**config.mk**
```make
export PLATFORM = sky130hd
export DESIGN_NAME = serial_add_ctrl
export DESIGN_NICKNAME = d
export VERILOG_FILES = /design/src/rtl/serial_add_pkg.sv /design/src/rtl/full_adder.sv /design/src/rtl/serial_add_ctrl.sv
export SDC_FILE = /design/constraint.sdc
export NUM_CORES = 1
export LEC_CHECK = 0
export BUFFER_PORTS_ARGS = -buffer_cell sky130_fd_sc_hd__buf_2
export CAP_MARGIN = 20
export CORE_MARGIN = 3
export CORE_UTILIZATION = 57
export CTS_CLUSTER_SIZE = 10
export DETAILED_ROUTE_END_ITERATION = 12
export HOLD_SLACK_MARGIN = 0.03
export PLACE_DENSITY = 0.83
export SKIP_CTS_REPAIR_TIMING = 1
export SKIP_LAST_GASP = 1
export SLEW_MARGIN = 20
export SYNTH_ARGS = -nofsm -noshare
export SYNTH_HDL_FRONTEND = slang
export SYNTH_SLANG_ARGS = --single-unit
```
**constraint.sdc**
```tcl
create_clock -name clk -period 2.95 [get_ports clk]
set_input_delay 0.59 -clock clk [delete_from_list [all_inputs] [get_ports clk]]
set_output_delay 0.59 -clock clk [all_outputs]
set_load 0.005 [all_outputs]
```
**src/rtl/serial_add_pkg.sv**
```systemverilog
// Shared types and constants for the bit-serial adder controller.
package serial_add_pkg;

    localparam int unsigned SERIAL_ADD_WIDTH = 8;

    typedef enum logic [1:0] {
        IDLE = 2'd0,
        RUN  = 2'd1,
        DONE = 2'd2
    } state_t;

endpackage

```
**src/rtl/full_adder.sv**
```systemverilog
// One-bit full adder cell used as the shared serial datapath.
module full_adder (
    input  logic a,
    input  logic b,
    input  logic cin,
    output logic sum,
    output logic carry
);

    assign sum   = a ^ b ^ cin;
    assign carry = (a & b) | (cin & (a ^ b));

endmodule

```
**src/rtl/serial_add_ctrl.sv**
```systemverilog
// Bit-serial add (optionally subtract) controller around one full_adder cell.
// Subtraction is built only when SERIAL_ADD_SUB_EN is defined.
module serial_add_ctrl
    import serial_add_pkg::*;
#(
    parameter int unsigned WIDTH = SERIAL_ADD_WIDTH
) (
    input  logic             clk,
    input  logic             rst_n,
    input  logic             start,
    input  logic [WIDTH-1:0] op_a,
    input  logic [WIDTH-1:0] op_b,
    input  logic             sub,
    output logic             busy,
    output logic             done,
    output logic [WIDTH-1:0] result,
    output logic             cout,
    output logic             ovf
);

    localparam int unsigned CNT_W = (WIDTH > 1) ? $clog2(WIDTH) : 1;
    localparam logic [CNT_W-1:0] LAST_BIT = CNT_W'(WIDTH - 1);

    state_t             state_q, state_d;
    logic [WIDTH-1:0]   a_q, a_d, b_q, b_d, res_q, res_d;
    logic [CNT_W-1:0]   cnt_q, cnt_d;
    logic               carry_q, carry_d;
    logic               busy_q, busy_d, done_q, done_d;
    logic               cout_q, cout_d, ovf_q, ovf_d;
    logic [WIDTH-1:0]   load_b;
    logic               load_cin;
    logic               fa_sum, fa_carry;

`ifdef SERIAL_ADD_SUB_EN
    assign load_b   = sub ? ~op_b : op_b;
    assign load_cin = sub;
`else
    logic unused_sub;
    assign unused_sub = sub;
    assign load_b     = op_b;
    assign load_cin   = 1'b0;
`endif

    full_adder u_fa (
        .a     (a_q[0]),
        .b     (b_q[0]),
        .cin   (carry_q),
        .sum   (fa_sum),
        .carry (fa_carry)
    );

    // Next-state and datapath update; outputs are registered from the *_d values.
    always_comb begin
        state_d = state_q;
        a_d     = a_q;
        b_d     = b_q;
        res_d   = res_q;
        cnt_d   = cnt_q;
        carry_d = carry_q;
        cout_d  = cout_q;
        ovf_d   = ovf_q;
        unique case (state_q)
            IDLE: begin
                if (start) begin
                    a_d     = op_a;
                    b_d     = load_b;
                    carry_d = load_cin;
                    cnt_d   = '0;
                    state_d = RUN;
                end
            end
            RUN: begin
                res_d   = {fa_sum, res_q[WIDTH-1:1]};
                a_d     = a_q >> 1;
                b_d     = b_q >> 1;
                carry_d = fa_carry;
                if (cnt_q == LAST_BIT) begin
                    // carry_q here is the carry into the MSB stage
                    cout_d  = fa_carry;
                    ovf_d   = carry_q ^ fa_carry;
                    state_d = DONE;
                end else begin
                    cnt_d = cnt_q + CNT_W'(1);
                end
            end
            DONE:    state_d = IDLE;
            default: state_d = IDLE;
        endcase
        busy_d = (state_d != IDLE);
        done_d = (state_d == DONE);
    end

    always_ff @(posedge clk or negedge rst_n) begin
        if (!rst_n) begin
            state_q <= IDLE;
            a_q     <= '0;
            b_q     <= '0;
            res_q   <= '0;
            cnt_q   <= '0;
            carry_q <= 1'b0;
            busy_q  <= 1'b0;
            done_q  <= 1'b0;
            cout_q  <= 1'b0;
            ovf_q   <= 1'b0;
        end else begin
            state_q <= state_d;
            a_q     <= a_d;
            b_q     <= b_d;
            res_q   <= res_d;
            cnt_q   <= cnt_d;
            carry_q <= carry_d;
            busy_q  <= busy_d;
            done_q  <= done_d;
            cout_q  <= cout_d;
            ovf_q   <= ovf_d;
        end
    end

    assign busy   = busy_q;
    assign done   = done_q;
    assign result = res_q;
    assign cout   = cout_q;
    assign ovf    = ovf_q;

endmodule

```
==> impl_metrics.toml, run 1 <==
[floorplanning]
start_util_pct = 60.7
pin_count = 32
die_h_um = 57.6
die_area_sq_um = 3320
die_w_um = 57.6
fp.coreArea_sq_um = 2500
num_rows = 18

[cells_and_area]
mostFrequentLayoutCells = "dfrtp_1 (34), buf_2 (30), inv_1 (19)"
nFillCells = 208
design_area_sq_um = 1720
num_antenna_cells = 0
layout_commonest_cell = "dfrtp_1"
area_delta_synth_final_pct = 13.0
drive_above_1_share_pct = 25.6
nets = 180

[placement]
io_buffers = 30
placed_area_sq_um = 1660
place_hpwl_um = 1950
globalplace.congestion = 0.770

[route]
vias = 1115
routed_wl_um = 2870
firstDrtPassIters = 6
wire_per_inst_um = 15.4
avgViaCountPerCell = 5.99
ant_nets = 0
drt_iter0_markers = 79
drc = 0

[timing]
fin_skew_ns = 0.0103
timing.final.crit_share_pct = 60.9
rsz0062_at_grt = "no"
hold_violations = 0
final.setup.tns_ns = 0
setup_viol = 0
holdWs_ns = 0.320
worst-slew-pin-transition_ns = 0.775
fin_crit_ns = 1.80
slew_headroom_pct = 48.3
timing.fmax_ghz = 0.557
slew_viol_final = 0

[clocking]
clockBufferDepth = 2
cts-root-buf = "clkbuf_4"
clk_pin_slew_ns = 0.10
clock_sinks = 34
cts_tree = "done"
cts_buffers = 5
clock_latency_ns = 0.32
cts_max_level = 2

[pwr]
power.total_uw = 1760
max-vdd-ir-drop_uv = 607
p_comb_share_pct = 39.7
switchingPower_uw = 606
clkPwrFrac_pct = 13.7
powerDensity_nw_per_um2 = 1030
p_leak_uw = 0.000862
seqPwrFrac_pct = 46.6
p_int_uw = 1150
swShare_pct = 34.4

[critical_path]
required_ns = 3.15
path_class = "flop to flop"
crit_start = "state_q[1]$_DFF_PN0_"
arrival_ns = 2.00
critPathMaxFanout = 26
timing.rr.start = "state_q[1]$_DFF_PN0_"
start_kind = "flop"
end_kind = "flop"

[synth]
yosysSeqAreaShare_pct = 56.1
avgSynthCellArea_sq_um = 12.0
syn_nets = 150
synth_warnings = 0
syn_inst = 127
synth-seq-cells = 34
synth.cell_area_sq_um = 1520
synth_cell_types = 27

[global_routing]
grt_use_met1_pct = 23.6
grt_max_degree = 35
met3_usage_pct = 7.69
grt_pass1_wl_um = 5020
grt_antenna_before_repair = 0
overflow = 0
grt_use_met2_pct = 32.4
track_usage_pct = 19.5
grt_most_used_layer = "met2"
grt_pass1_vias = 1171

[outcome]
status = "complete, no violations"

[hold_path]
hp-class = "input port to async pin"

[job]
maxCapViolCount = 0
[power by group through the flow]
| stage | sequential (uW) | clock [uW] | combinational, uW |
|---|---|---|---|
| global route | 854 | 273 | 780 |
| CTS | 820 | 246 | 706 |
| global placement | 808 | 0 | 659 |
| detailed placement | 830 | 0 | 698 |
| floorplan | 791 | 0 | 536 |
| finish | 820 | 240 | 699 |
[critical path, stage by stage (launching register included)]
cell,delay (ns)
dfrtp_1,0.85
nand2b_1,0.46
mux2_1,0.37
[registers in the layout, indices dropped and copies added (netlist names)]
register	flops
carry_q	1
ovf	1
done	1
state_q	2
b_q	8
result	8
cnt_q	3
a_q	8
cout	1
busy	1
[cells in the mapped netlist]
master     count  area, sq um
and4bb_1       1         12.5
nor2b_2        2         17.5
xnor2_1        1         8.76
buf_2          6         30.0
o311ai_1       2         17.5
nand2_1        2         7.51
a222oi_1      14          140
dfrtp_1       34          851
ha_1           2         25.0
a21oi_1        1         5.00
nor4b_1        1         8.76
buf_6          1         11.3
mux2_1         8         90.1
nor2_1        14         52.6
a211o_1        3         26.3
buf_4          1         7.51
nand4bb_1      2         22.5
o21bai_1       1         7.51
o2bb2ai_1      1         8.76
inv_2          1         3.75
nor4bb_1       1         10.0
and3_1         3         18.8
mux2i_1        2         20.0
nand2b_1       1         6.26
fa_1           1         20.0
and3b_1        2         17.5
inv_1         19         71.3
[path summary, 6_finish.rpt]
| check | endpoint | slack, ns | depth (start not counted) |
|---|---|---|---|
| hold reg to reg | result[0]$_DFFE_PN0P_ | 0.49 | 1 |
| hold / removal | a_q[4]$_DFFE_PN0P_ | 0.32 | 1 |
| max in group asynchronous | busy$_DFF_PN0_ | 2.17 | 1 |
| setup / recovery | result[5]$_DFFE_PN0P_ | 1.15 | 2 |
| min in group clk | result[0]$_DFFE_PN0P_ | 0.49 | 1 |
| setup reg to reg | result[5]$_DFFE_PN0P_ | 1.15 | 2 |
[logic make-up (layout without fill, tap and decap cells)]
logic type	after synthesis	count (layout)	share of synthesized area [%]
buf+inv	28	57	8.16
fa+ha+maj	3	3	2.97
simple gates	29	29	11.5
mux	10	10	7.26
xor+xnor	1	1	0.577
flops	34	34	56.1
compound gates	22	22	13.5
[area by class of cell]
class | instances | area, sq um | share of cell area [%]
clock buffers | 6 | 51.3 | 2.99
inverters | 20 | 75.1 | 4.38
multi-input cells | 65 | 543 | 31.7
flip-flops and latches | 34 | 851 | 49.6
well taps | 30 | 37.5 | 2.19
repair buffers | 31 | 158 | 9.19
[per-stage QoR]
stage	util, %	worst slack (ns)	cells
final	68.6	1.15	186
after global routing	68.6	0.997	186
after CTS	68.6	1.14	186
after detailed placement	66.6	1.16	180
after global placement	66.6	1.25	180
after floorplan	-	1.49	127
[routing by layer]
layer	wire length, um	part of all wire [%]
met1	1210	42
met2	1390	49
met3	224	7.8
met4	38	1.3
met5	0	0
No activity file was read; power rests on OpenSTA's default activity.
==> run 2: changes to the inputs <==
Settings changed: CORE_UTILIZATION 57 to 53, PLACE_DENSITY 0.83 to 0.78.
Clock period 2.95 ns to 1.8 ns, I/O delays scaled along.
==> run 2 against run 1 <==
First-iteration DRC count increased by 53%. Flip-flop and latch count unchanged. Sequential share of layout area decreased by 1.6 points. Critical endpoint is now ovf$_DFFE_PN0P_. Via count increased by 1.3%. Clock-buffer cell count decreased by 1. Fmax increased by 12%. Power increased by 75%. Cell count increased by 3.2%. Worst setup slack got worse by 0.95 ns. Hold slack got worse by 0.25 ns. Clock power increased by 130%. Register-to-register slack got worse by 0.95 ns. Highest routed layer unchanged.
==> impl_metrics.toml, run 2 (synthesized netlist as in run 1, its figures left out) <==
[outcome]
status = "complete, no violations"

[critical_path]
arrival_ns = 1.82
slowest_stage = "dfrtp_1"
path_class = "flop to flop"
critPathMaxFanout = 9
start_kind = "flop"
worst_path_most_repeated_cell = "ha_1"
end_kind = "flop"
crit_chain = "ha_1 > ha_1 > and3b_1 > mux2_1"
max_stage_delay_ns = 0.43
required_ns = 2.02

[floorplanning]
fp.coreArea_sq_um = 2590
num_rows = 18
die_area_sq_um = 3540
start_util_pct = 58.6
pin_count = 32
die_w_um = 59.5
die_h_um = 59.5

[global_routing]
grt_pass1_wl_um = 5130
overflow = 0
grt_pass1_vias = 1136
grt_max_degree = 35
track_usage_pct = 19.6
grt_antenna_before_repair = 0

[placement]
pre_cts_ws_ns = 0.226
placed_area_sq_um = 1690
io_buffers = 30
globalplace.congestion = 0.765
place_hpwl_um = 2140

[cells_and_area]
design_area_sq_um = 1770
multi_input_area_sq_um = 543
area_delta_synth_final_pct = 16.7
drive_above_1_share_pct = 28.4
nFillCells = 214
mostFrequentLayoutCells = "dfrtp_1 (34), buf_2 (30), inv_1 (19)"
layout_commonest_cell = "dfrtp_1"
nets = 184
ff_latch_area_sq_um = 851
num_antenna_cells = 0

[timing]
timing.fmax_ghz = 0.625
worst-slew-pin-transition_ns = 0.733
finalWorstSetupSlack_ns = 0.200
fin_crit_ns = 1.60
slew_viol_final = 0
slew_headroom_pct = 51.2
final.setup.tns_ns = 0
setup_viol = 0
fin_skew_ns = 0.00534
hold_violations = 0
timing.final.crit_share_pct = 88.9
rsz0062_at_grt = "no"

[route]
routed_wl_um = 2970
ant_nets = 0
wire_per_inst_um = 15.5
drc = 0
drt_iter0_markers = 121
avgViaCountPerCell = 5.89
vias = 1130
firstDrtPassIters = 8

[clocking]
clk_pin_slew_ns = 0.11
clock_latency_ns = 0.34
cts_max_level = 2
cts_tree = "done"
clockBufferDepth = 2
clock_sinks = 34
cts-root-buf = "clkbuf_4"
cts_buffers = 5

[hold_path]
hp-class = "input port to async pin"

[job]
maxCapViolCount = 0

[pwr]
max-vdd-ir-drop_uv = 1270
powerDensity_nw_per_um2 = 1740
p_leak_uw = 0.000896
-- run 2: changes by cell type in the layout (fill, tap and decap cells not counted), sizes merged --
cell | previous run | this run
buf | 31 | 35
clkinv | 0 | 2
clkbuf | 6 | 5
bufinv | 0 | 1
-- run 2: worst max-delay path, delay by kind of cell, from the launching register on --
kind,cells,cell delay [ns]
AND/OR/NAND/NOR,1,0.26
flip-flops,1,0.43
multiplexers,1,0.32
adder cells (fa/ha/maj),2,0.49
-- run 2: cell type report --
| cell class | instances | share of cell area [%] |
|---|---|---|
| multi-input combinational | 65 | 30.6 |
| timing repair buffer | 35 | 10.6 |
| tap | 30 | 2.12 |
| sequential | 34 | 48.0 |
| clock inverter | 3 | 2.26 |
| inverter | 20 | 4.24 |
| clock buffer | 5 | 2.12 |
-- run 2: power breakdown --
| group | switching, uW | internal (uW) | leakage, uW | total [uW] |
|---|---|---|---|---|
| registers | 187 | 1120 | 0.000405 | 1310 |
| logic | 595 | 631 | 0.000446 | 1230 |
| clock network | 256 | 288 | 0.0000450 | 543 |
-- run 2: through the flow --
step / power [uW] / hold WS, ns / util (%) / cells
CTS: 3120 / 0.0842 / 68.4 / 192
floorplan: 2170 / 0.0644 / - / 127
global route: 3340 / 0.107 / 68.4 / 192
global placement: 2470 / 0.454 / 65.4 / 184
finish: 3080 / 0.0680 / 68.4 / 192
detailed placement: 2560 / 0.467 / 65.4 / 184
-- run 2: per-layer routing --
metal  share of wire, %  GRT usage, %  up-vias  routed length [um]
li1                   -             -      526                   -
met1                 41          24.3      549                1230
met2                 49          33.1       48                1460
met3                8.1          5.88        7                 240
met4                1.3          5.70        0                  40
met5                  0             0        -                   0
-- run 2: path summary, 6_finish.rpt --
path	slack (ns)	from	end	cells past startpoint
setup reg to reg	0.20	cnt_q[0]$_DFFE_PN0P_	ovf$_DFFE_PN0P_	4
max in group asynchronous	1.26	rst_n	b_q[5]$_DFFE_PN0P_	1
setup / recovery	0.20	cnt_q[0]$_DFFE_PN0P_	ovf$_DFFE_PN0P_	4
hold / removal	0.07	rst_n	busy$_DFF_PN0_	1
min in group clk	0.31	start	a_q[7]$_DFFE_PN0P_	2
hold reg to reg	0.50	b_q[7]$_DFFE_PN0P_	b_q[7]$_DFFE_PN0P_	2
